### src/rtl/seq_mult_unit_if.sv
// Request/response bundle for the iterative multiplier.
// The master drives operands and start; the slave returns busy/done/product.
interface seq_mult_unit_if #(
   parameter int W = 8
);
   logic           start;
   logic [W-1:0]   a;
   logic [W-1:0]   b;
   logic           busy;
   logic           done;
   logic [2*W-1:0] product;

   modport master (
      output start, a, b,
      input  busy, done, product
   );

   modport slave (
      input  start, a, b,
      output busy, done, product
   );
endinterface

### src/rtl/seq_mult_unit.sv
// Iterative unsigned shift-add multiplier, one multiplier bit per clock.
// Define SEQ_MULT_EARLY_EXIT_EN to finish once no multiplier bits remain.
module seq_mult_unit #(
   parameter int W = 8
) (
   input  logic            clk,
   input  logic            rst_n,
   seq_mult_unit_if.slave  bus
);
   localparam int CW = $clog2(W) + 1;
   localparam int PW = 2 * W;

   typedef enum logic {
      IDLE,
      RUN
   } state_t;

   state_t          state, state_n;
   logic [PW-1:0]   acc, acc_n;
   logic [PW-1:0]   mcand, mcand_n;
   logic [W-1:0]    mplier, mplier_n;
   logic [CW-1:0]   cnt, cnt_n;
   logic            busy_q, busy_n;
   logic            done_q, done_n;
   logic [PW-1:0]   product_q, product_n;
   logic [PW-1:0]   sum;
   logic            last;

   always_ff @(posedge clk or negedge rst_n) begin
      if (!rst_n) begin
         state     <= IDLE;
         acc       <= '0;
         mcand     <= '0;
         mplier    <= '0;
         cnt       <= '0;
         busy_q    <= 1'b0;
         done_q    <= 1'b0;
         product_q <= '0;
      end else begin
         state     <= state_n;
         acc       <= acc_n;
         mcand     <= mcand_n;
         mplier    <= mplier_n;
         cnt       <= cnt_n;
         busy_q    <= busy_n;
         done_q    <= done_n;
         product_q <= product_n;
      end
   end

   // Product must include the add performed on the completing edge.
   always_comb begin
      sum = mplier[0] ? (acc + mcand) : acc;
`ifdef SEQ_MULT_EARLY_EXIT_EN
      last = (cnt == CW'(1)) || ((mplier >> 1) == '0);
`else
      last = (cnt == CW'(1));
`endif
   end

   always_comb begin
      state_n   = state;
      acc_n     = acc;
      mcand_n   = mcand;
      mplier_n  = mplier;
      cnt_n     = cnt;
      busy_n    = busy_q;
      done_n    = 1'b0;
      product_n = product_q;
      unique case (state)
         IDLE: begin
            if (bus.start) begin
               acc_n    = '0;
               mcand_n  = {{W{1'b0}}, bus.a};
               mplier_n = bus.b;
               cnt_n    = CW'(W);
               busy_n   = 1'b1;
               state_n  = RUN;
            end
         end
         RUN: begin
            acc_n    = sum;
            mcand_n  = mcand << 1;
            mplier_n = mplier >> 1;
            cnt_n    = cnt - CW'(1);
            if (last) begin
               product_n = sum;
               done_n    = 1'b1;
               busy_n    = 1'b0;
               state_n   = IDLE;
            end
         end
         default: begin
            state_n = IDLE;
         end
      endcase
   end

   assign bus.busy    = busy_q;
   assign bus.done    = done_q;
   assign bus.product = product_q;
endmodule

### src/flat_wrapper.sv
// flat-port wrapper written by rule: the top's interface ports become plain ports
module seq_mult_unit_flat 
#(
   parameter int W = 8
)
  (clk, rst_n, bus_start, bus_a, bus_b, bus_busy, bus_done, bus_product);
  seq_mult_unit_if #(.W(W)) bus_i ();
  input  logic clk;
  input  logic rst_n;
  input wire logic [$bits(bus_i.start)-1:0] bus_start;
  input wire logic [$bits(bus_i.a)-1:0] bus_a;
  input wire logic [$bits(bus_i.b)-1:0] bus_b;
  output wire logic [$bits(bus_i.busy)-1:0] bus_busy;
  output wire logic [$bits(bus_i.done)-1:0] bus_done;
  output wire logic [$bits(bus_i.product)-1:0] bus_product;
  assign bus_i.start = bus_start;
  assign bus_i.a = bus_a;
  assign bus_i.b = bus_b;
  assign bus_busy = bus_i.busy;
  assign bus_done = bus_i.done;
  assign bus_product = bus_i.product;
  seq_mult_unit #(.W(W)) u_core (.clk(clk), .rst_n(rst_n), .bus(bus_i));
endmodule
### config.mk
export PLATFORM = sky130hd
export DESIGN_NAME = seq_mult_unit_flat
export DESIGN_NICKNAME = d
export VERILOG_FILES = /design/src/rtl/seq_mult_unit_if.sv /design/src/rtl/seq_mult_unit.sv /design/src/flat_wrapper.sv
export SDC_FILE = /design/constraint.sdc
export NUM_CORES = 1
export LEC_CHECK = 0
export ABC_AREA = 0
export CAP_MARGIN = 25
export CELL_PAD_IN_SITES_DETAIL_PLACEMENT = 1
export CELL_PAD_IN_SITES_GLOBAL_PLACEMENT = 2
export CORE_MARGIN = 2
export CORE_UTILIZATION = 25
export DETAILED_ROUTE_END_ITERATION = 10
export PLACE_DENSITY_LB_ADDON = 0.1
export SYNTH_ARGS = -nofsm -noshare
export SYNTH_HDL_FRONTEND = slang
export SYNTH_SLANG_ARGS = --single-unit
### constraint.sdc
create_clock -name clk -period 3.11 [get_ports clk]
set_input_delay 0.622 -clock clk [delete_from_list [all_inputs] [get_ports clk]]
set_output_delay 0.622 -clock clk [all_outputs]
set_load 0.005 [all_outputs]
# Yosys cells after proc, flatten, opt, wreduce, memory -nomap -nowiden
# Cells that the tools add are included.
# op_classes
addsub,2
n_eq_ne,3
n_mux,17
bitwise,1
n_reduce_logical,2
# op_table
operator,n
16-bit case mux with 2 select lines,2
16-bit 2-to-1 mux,3
16-bit adder,1
8-bit case mux with 2 select lines,1
8-bit 2-to-1 mux,1
4-bit case mux with 2 select lines,1
1-bit 2-to-1 mux,6
"4-bit by 1-bit equality test with 1-bit output, second input constant",1
4-bit 2-to-1 mux,1
"2-bit inequality test, second input constant",2
1-bit case mux with 2 select lines,2
2-bit AND reduction,2
"4-bit by 1-bit subtractor with 4-bit output, second input constant",1
1-bit inverter,1
# word_totals
regBits,63
input_bits,19
output_inout_bits,18
wordCells,33

# Logic depth before layout (Yosys ltp)
# Gate-level depths: netlist (run 1).
# logic_depth
depth_word,3
mapped_depth,10
mapped_depth_nobuf,9

# Worst setup path before layout (run 1)
# OpenSTA, ideal clock, no wires.
# synth_timing
path_type,register -> register
startpoint,register u_core.mcand[0]
endpoint,register u_core.acc[10]
setup_ps,121
arrival_time_ps,2133
required_ps,2989
setup_slack_ps,856
stages_incl_launch_ff,9
n_path_buf,0
synth_period_minus_slack_ps,2254
cell_sequence,dfrtp_1 -> ha_1 -> fa_1 -> a21oi_1 -> o21ai_1 -> a211oi_1 -> o31ai_1 -> xor2_1 -> a22o_1
# synth_between
elab_chain_len,3
# synth_rtl
item,line,source
"start, declared",seq_mult_unit.sv:20,"logic [PW-1:0] mcand, mcand_n;"
"start signal, assigned",seq_mult_unit.sv:42,mcand <= mcand_n;
16-bit adder,seq_mult_unit.sv:53,sum = mplier[0] ? (acc + mcand) : acc;
16-bit 2-to-1 mux,seq_mult_unit.sv:53,
16-bit case mux with 2 select lines,seq_mult_unit.sv:70,unique case (state)
"end signal, assigned",seq_mult_unit.sv:41,acc <= acc_n;
"end, declared",seq_mult_unit.sv:19,"logic [PW-1:0] acc, acc_n;"
# No other way between the ends.
# A chain may end at the register's enable or synchronous reset.

# Final worst setup path (run 1)
# layout_timing
startpoint,register u_core.mcand[0]
endpoint,"register u_core.product_q[14], in the netlist u_core.bus.product[14]"
# layout_between
elab_chain_len,2
# layout_rtl
item,line,source
16-bit adder,seq_mult_unit.sv:53,
16-bit 2-to-1 mux,seq_mult_unit.sv:53,
"end signal, assigned",seq_mult_unit.sv:47,product_q <= product_n;
"end, declared",seq_mult_unit.sv:25,"logic [PW-1:0] product_q, product_n;"
# No other way between the ends.

==> impl_metrics.py, run 1 <==
metrics = {
    "setup_path": {
        "critPathMaxStageDelay_ps": 530,
        "crit_chain": "ha_1 > fa_1 > a21oi_1 > o21ai_1 > a211oi_1 > o21ai_1 > xor2_1 > mux2i_1 > a21oi_1",
        "slowest_stage": "a211oi_1",
        "crit_fanout": 3,
        "path_class": "reg -> reg",
        "worstPathArrival_ps": 2830,
        "critPathCaptureType": "flip-flop",
        "startpoint_type": "flip-flop",
        "critPathRequiredTime_ps": 3320,
        "r2r_cells": 9,
    },
    "synth": {
        "ys.flop_type": "dfrtp_1",
        "synth_seq_cells": 63,
        "synth_compound_area_share_pct": 18.2,
        "synth_edf_count": 0,
        "yosys.area_share.simple_pct": 12.3,
        "synthXorXnorAreaFrac_pct": 3.62,
        "yosysSeqAreaShare_pct": 46.5,
        "synthCells": 349,
        "synthesis.nets": 386,
        "async_reset_ff_share_pct": 100,
        "syn_area_mm2": 0.00339,
        "ys_warn_count": 0,
        "synth_fa_ha_area_share_pct": 6.86,
        "yosysTopAreaCellShare_pct": 46.5,
        "yosys-top-cells-area": "dfrtp_1, mux2i_1, nand2_1",
        "synth_largest_area_cell": "dfrtp_1",
        "ys_types": 43,
        "avgSynthCellArea_um2": 9.72,
        "synth_top_family_by_area": "compound AO/OA/AOI/OAI gates",
        "synth.area.mux_share_pct": 9.08,
    },
    "clock_network": {
        "worstSkewPairLatency_ps": 340,
        "post_cts_buffers": 0,
        "cts_tree": "built",
        "cts_hold_buf": 0,
        "cts_resized": 0,
        "clockBufferDepth": 2,
        "cts_root_buffer": "clkbuf_16",
        "numCtsBuffers": 9,
        "path_clk_slew_ps": 50,
        "cts.sinks": 63,
        "h-tree-depth": 3,
    },
    "detailed_routing": {
        "via_count": 2618,
        "drt_iter0_drc": 88,
        "detail_route.wl_per_cell_um": 16.4,
        "route.detailed.drc": 0,
        "ant_nets": 0,
        "viasPerCell": 4.65,
        "drtPass1Iterations": 4,
        "routed_wl_um": 9210,
    },
    "timing": {
        "fin_crit_ps": 2620,
        "finClkSkew_ps": 5.05,
        "rsz0062_at_grt": "no",
        "setup_viol_count_final": 0,
        "fmax_mhz": 381,
        "period_share_pct": 84.4,
        "layout_setup_ws_ps": 486,
        "tightest_slew_ps": 601,
        "relSlewSlack_pct": 59.8,
        "finalHoldViolCount": 0,
        "drv_slew": 0,
        "setup_tns_ps": 0,
    },
    "finish": {
        "fin_nets": 419,
        "drive_gt1_share_pct": 7.24,
        "regArea_mm2": 0.00158,
        "final_cell_area_mm2": 0.00424,
        "syn_to_final_growth_pct": 25.0,
        "antenna_cells": 0,
        "multi_input_area_mm2": 0.00170,
        "fillers": 1528,
    },
    "die": {
        "dieArea_mm2": 0.0145,
        "initial_core_util_pct": 25.6,
        "ios": 37,
        "die_h_um": 120,
        "fp-row-count": 42,
        "die_w_um": 120,
        "core_area_mm2": 0.0132,
    },
    "grt": {
        "grt_use_total_pct": 14.2,
        "overflow": 0,
        "grt_pass1_vias": 2777,
        "antenna_found_initial": 0,
        "grt_pass1_wl_um": 15600,
        "grt_max_degree": 45,
    },
    "run": {
        "max-cap-violations": 0,
    },
    "power_and_ir_drop": {
        "p_seq_share_pct": 33.9,
        "p_per_area_mw_per_mm2": 974,
        "pwr-share-clk_pct": 25.8,
        "p_sw_share_pct": 37.3,
        "p_int_uw": 2590,
        "worst_ir_drop_vdd_mv": 0.276,
        "p_sw_uw": 1540,
        "p_leak_uw": 0.00193,
        "power_frac_comb_pct": 40.4,
    },
    "placed_design": {
        "pre_cts_ws_ps": 474,
        "placed_area_mm2": 0.00393,
        "io_buffers": 36,
        "gp_congestion": 0.751,
        "dpl.hpwl_um": 6640,
    },
    "run_status": {
        "outcome": "complete, no violations",
    },
    "worst_hold_path": {
        "min_path_type": "in -> async",
    },
}
## cell usage in the layout, fill, tap and decap left out, drive strengths merged
| master | n |
|---|---|
| o41ai | 1 |
| o22a | 1 |
| bufinv | 2 |
| clkdlybuf4s50 | 35 |
| mux2i | 27 |
| and3 | 1 |
| nand2b | 2 |
| inv | 8 |
| nand4 | 2 |
| clkinv | 2 |
| a31o | 1 |
| or3 | 3 |
| a21o | 7 |
| a41o | 1 |
| xor2 | 7 |
| nor2 | 15 |
| a211oi | 2 |
| nand3b | 4 |
| nor3b | 4 |
| o31ai | 1 |
| xnor2 | 7 |
| a22o | 12 |
| fa | 1 |
| a21oi | 21 |
| nor2b | 1 |
| nand3 | 4 |
| dfrtp | 63 |
| ha | 17 |
| o32a | 1 |
| o22ai | 1 |
| clkbuf | 12 |
| mux2 | 3 |
| o21ai | 47 |
| and2 | 1 |
| buf | 8 |
| o21a | 1 |
| o21bai | 2 |
| nand2 | 58 |
| o211ai | 1 |
## worst paths after layout
| path | startpoint | endpoint | slack [ps] |
|---|---|---|---|
| min in group clk | u_core.bus.product[8]$_DFFE_PN0P_ | u_core.bus.product[8]$_DFFE_PN0P_ | 480 |
| setup / recovery | u_core.mcand[0]$_DFFE_PN0P_ | u_core.bus.product[14]$_DFFE_PN0P_ | 490 |
| hold reg to reg | u_core.bus.product[8]$_DFFE_PN0P_ | u_core.bus.product[8]$_DFFE_PN0P_ | 480 |
| hold / removal | rst_n | u_core.mplier[1]$_DFFE_PN0P_ | 200 |
| max in group asynchronous | rst_n | u_core.bus.product[15]$_DFFE_PN0P_ | 2160 |
| setup reg to reg | u_core.mcand[0]$_DFFE_PN0P_ | u_core.bus.product[14]$_DFFE_PN0P_ | 490 |
## critical path: cells and delay by family (launching register included)
| kind | cells | cell delay [ps] |
|---|---|---|
| compound gates | 5 | 1110 |
| xor+xnor | 1 | 180 |
| fa+ha+maj | 2 | 650 |
| flops | 1 | 400 |
| mux | 1 | 150 |
## cells by family after synthesis
family	after synthesis
compound gates	100
xor+xnor	14
fa+ha+maj	18
buf+inv	29
flops	63
mux	30
simple gates	95
## power by group through the flow
stage	Combinational, µW	Clock (µW)	Sequential, µW
floorplan	1120	0	1330
global placement	1670	0	1410
detailed placement	1700	0	1410
CTS	1700	1090	1400
global route	1890	1140	1450
finish	1670	1060	1400
## sequential cells by signal, summed over array words and instances (netlist names)
| name | cells |
|---|---|
| u_core.bus.product | 16 |
| u_core.mplier | 8 |
| u_core.state | 1 |
| u_core.cnt | 4 |
| u_core.mcand | 16 |
| u_core.bus.done | 1 |
| u_core.acc | 16 |
| u_core.bus.busy | 1 |
## cells in the mapped netlist (all sizes together) (3+ instances only)
master and number:
dfrtp 63, nand2 58, o21ai 47, mux2i 27, a21oi 21, ha 17
nor2 15, a22o 12, buf 11, clkbuf 10, inv 8, a21o 7
xnor2 7, xor2 7, nand3 4, nand3b 4, nor3b 4, mux2 3
or3 3
## metrics by stage
stage                     utilization (%)  instances  hold slack [ps]  total power (µW)
after floorplan                         -        349              326              2450
after global placement               29.7        547              462              3080
after detailed placement             29.7        547              474              3110
after CTS                            32.0        563              209              4200
after global routing                 32.0        563              222              4480
final                                32.0        563              204              4130
## area by class of cell
class	instances	share of cell area [%]
Clock inverter	4	1.65
Inverter	8	0.708
Clock buffer	12	5.58
Multi-Input combinational cell	257	40.1
Tap cell	176	5.19
Timing Repair Buffer	43	9.62
Sequential cell	63	37.2
## layer usage
metal | up-vias | share of wire [%] | track usage, %
met5 | - | 0 | 0
li1 | 1299 | - | -
met4 | 0 | 2.1 | 6.98
met1 | 1276 | 52 | 20.2
met2 | 31 | 43 | 20.6
met3 | 12 | 2.6 | 2.64
No activity file was read; power rests on OpenSTA's default activity.
==> run 2: changes to the inputs <==
==> constraint.sdc (replaced) <==
create_clock -name clk -period 2.7 [get_ports clk]
set_input_delay 0.54 -clock clk [delete_from_list [all_inputs] [get_ports clk]]
set_output_delay 0.54 -clock clk [all_outputs]
set_load 0.005 [all_outputs]
==> run 2 against run 1 <==
Against the previous run: clock skew up 2.3 ps; non-clock buffer count up 2; first-iteration DRC count up 8.0%; power up 12%; largest power group unchanged; critical path type unchanged; largest cell class unchanged.
==> impl_metrics.py, run 2 (synthesized netlist as in run 1, its figures left out) <==
metrics = {
    "placed_design": {
        "io_buffers": 36,
        "placed_area_mm2": 0.00395,
        "placedCellCount": 549,
        "gp_congestion": 0.781,
        "dpl.hpwl_um": 6570,
    },
    "detailed_routing": {
        "wl_met1_um": 4700,
        "drtPass1Iterations": 4,
        "drt_iter0_drc": 95,
        "viasPerCell": 4.70,
        "route.detailed.drc": 0,
        "dr_wl_met2_um": 3970,
        "via_count": 2654,
        "routed_wl_um": 9210,
        "top_layer_used": "met4",
        "detail_route.wl_per_cell_um": 16.3,
        "ant_nets": 0,
        "met3WireLength_um": 320,
    },
    "timing": {
        "fin_crit_ps": 2440,
        "setup_viol_count_final": 0,
        "fmax_mhz": 409,
        "finClkSkew_ps": 7.33,
        "finalHoldViolCount": 0,
        "period_share_pct": 90.5,
        "hold_ws_ps": 156,
        "setup_tns_ps": 0,
        "rsz0062_at_grt": "no",
        "drv_slew": 0,
        "tightest_slew_ps": 584,
        "relSlewSlack_pct": 60.9,
    },
    "clock_network": {
        "cts_root_buffer": "clkbuf_16",
        "path_clk_slew_ps": 50,
        "cts_resized": 0,
        "clockBufferDepth": 2,
        "post_cts_buffers": 0,
        "h-tree-depth": 3,
        "worstSkewPairLatency_ps": 340,
        "cts_tree": "built",
        "numCtsBuffers": 9,
        "cts_hold_buf": 0,
        "cts.sinks": 63,
    },
    "die": {
        "fp-row-count": 42,
        "ios": 37,
        "die_h_um": 120,
        "dieArea_mm2": 0.0145,
        "initial_core_util_pct": 25.6,
        "die_w_um": 120,
        "core_area_mm2": 0.0132,
    },
    "power_and_ir_drop": {
        "power_uw": 4630,
        "p_leak_uw": 0.00193,
        "p_per_area_mw_per_mm2": 1100,
        "worst_ir_drop_vdd_mv": 0.278,
    },
    "finish": {
        "final_cell_mix": "dfrtp_1, nand2_1, o21ai_0",
        "regArea_mm2": 0.00158,
        "fin_nets": 421,
        "multi_input_area_mm2": 0.00170,
        "mostFrequentLayoutCell": "dfrtp_1",
        "antenna_cells": 0,
        "layoutNonFillerInstCount": 565,
        "final_cell_area_mm2": 0.00422,
        "drive_gt1_share_pct": 8.23,
        "fillers": 1551,
        "syn_to_final_growth_pct": 24.6,
    },
    "setup_path": {
        "path_class": "reg -> reg",
        "timing.rr.end": "u_core.bus.product[10]$_DFFE_PN0P_",
        "critPathRequiredTime_ps": 2910,
        "reg2reg_from": "u_core.mcand[0]$_DFFE_PN0P_",
        "r2r_cells": 10,
        "worstPathArrival_ps": 2660,
        "crit_fanout": 3,
        "startpoint_type": "flip-flop",
        "r2r_slack_ps": 260,
        "critPathCaptureType": "flip-flop",
    },
    "grt": {
        "grt_pass1_vias": 2836,
        "antenna_found_initial": 0,
        "overflow": 0,
        "grt_max_degree": 45,
        "grt_use_total_pct": 13.9,
        "grt_pass1_wl_um": 15300,
    },
    "worst_hold_path": {
        "min_path_type": "in -> async",
    },
    "run": {
        "max-cap-violations": 0,
    },
    "run_status": {
        "outcome": "complete, no violations",
    },
}
run 2: cell count changes in the layout (fill, tap and decap cells not counted), sizes merged:
cell	delta
bufinv	-2
clkinv	+2
buf	+2
run 2: power by group:
part           total [µW]  internal (µW)  switching [µW]
Sequential           1610           1320             295
Clock                1100            664             432
Combinational        1930            871            1060
Total                4630           2850            1780
run 2: critical path, stage by stage (launching register included):
cell and delay [ps]:
dfrtp_1 400, ha_1 230, fa_1 410, a21oi_1 190, o21ai_1 120, a211oi_1 280, buf_4 180, o31ai_1 80
xor2_1 170, mux2i_1 160, o21ai_1 80
run 2: layer usage:
metal / up-vias / GRT usage, %
li1: 1302 / -
met2: 44 / 20.4
met3: 12 / 2.92
met4: 0 / 7.78
met5: - / 0
met1: 1296 / 18.9
run 2: area by class of cell:
| class | instances | area share [%] |
|---|---|---|
| timing repair buffer | 45 | 10.0 |
| sequential | 63 | 37.3 |
| clock inverter | 4 | 0.474 |
| clock buffer | 12 | 6.07 |
| inverter | 8 | 0.711 |
| multi-input combinational | 257 | 40.2 |
| tap | 176 | 5.21 |
run 2: stage by stage:
| step | worst slack (ps) | utilization [%] |
|---|---|---|
| after floorplan | 446 | - |
| after global placement | 257 | 29.8 |
| after detailed placement | 245 | 29.8 |
| after CTS | 194 | 31.9 |
| after global routing | 27.7 | 31.9 |
| final | 257 | 31.9 |
run 2: worst max path at each step:
stage                                     start                                  to  slack (ps)  cells after the start
finish              u_core.mcand[0]$_DFFE_PN0P_  u_core.bus.product[10]$_DFFE_PN0P_         260                     10
floorplan           u_core.mcand[0]$_DFFE_PN0P_          u_core.acc[10]$_DFFE_PN0P_         450                      8
detailed placement  u_core.mcand[0]$_DFFE_PN0P_  u_core.bus.product[10]$_DFFE_PN0P_         250                     10
CTS                 u_core.mcand[0]$_DFFE_PN0P_  u_core.bus.product[10]$_DFFE_PN0P_         190                     10
global route        u_core.mcand[0]$_DFFE_PN0P_  u_core.bus.product[14]$_DFFE_PN0P_          30                     10
global placement    u_core.mcand[0]$_DFFE_PN0P_  u_core.bus.product[10]$_DFFE_PN0P_         260                     10
==> run 3: changes to the inputs <==
--- a/config.mk
+++ b/config.mk
@@ -6,7 +6,6 @@
 export NUM_CORES = 1
 export LEC_CHECK = 0
 export ABC_AREA = 0
-export CAP_MARGIN = 25
 export CELL_PAD_IN_SITES_DETAIL_PLACEMENT = 1
 export CELL_PAD_IN_SITES_GLOBAL_PLACEMENT = 2
 export CORE_MARGIN = 2
==> results of run 3 <==
Final layout, timing and power as in run 2 (identical DEF).
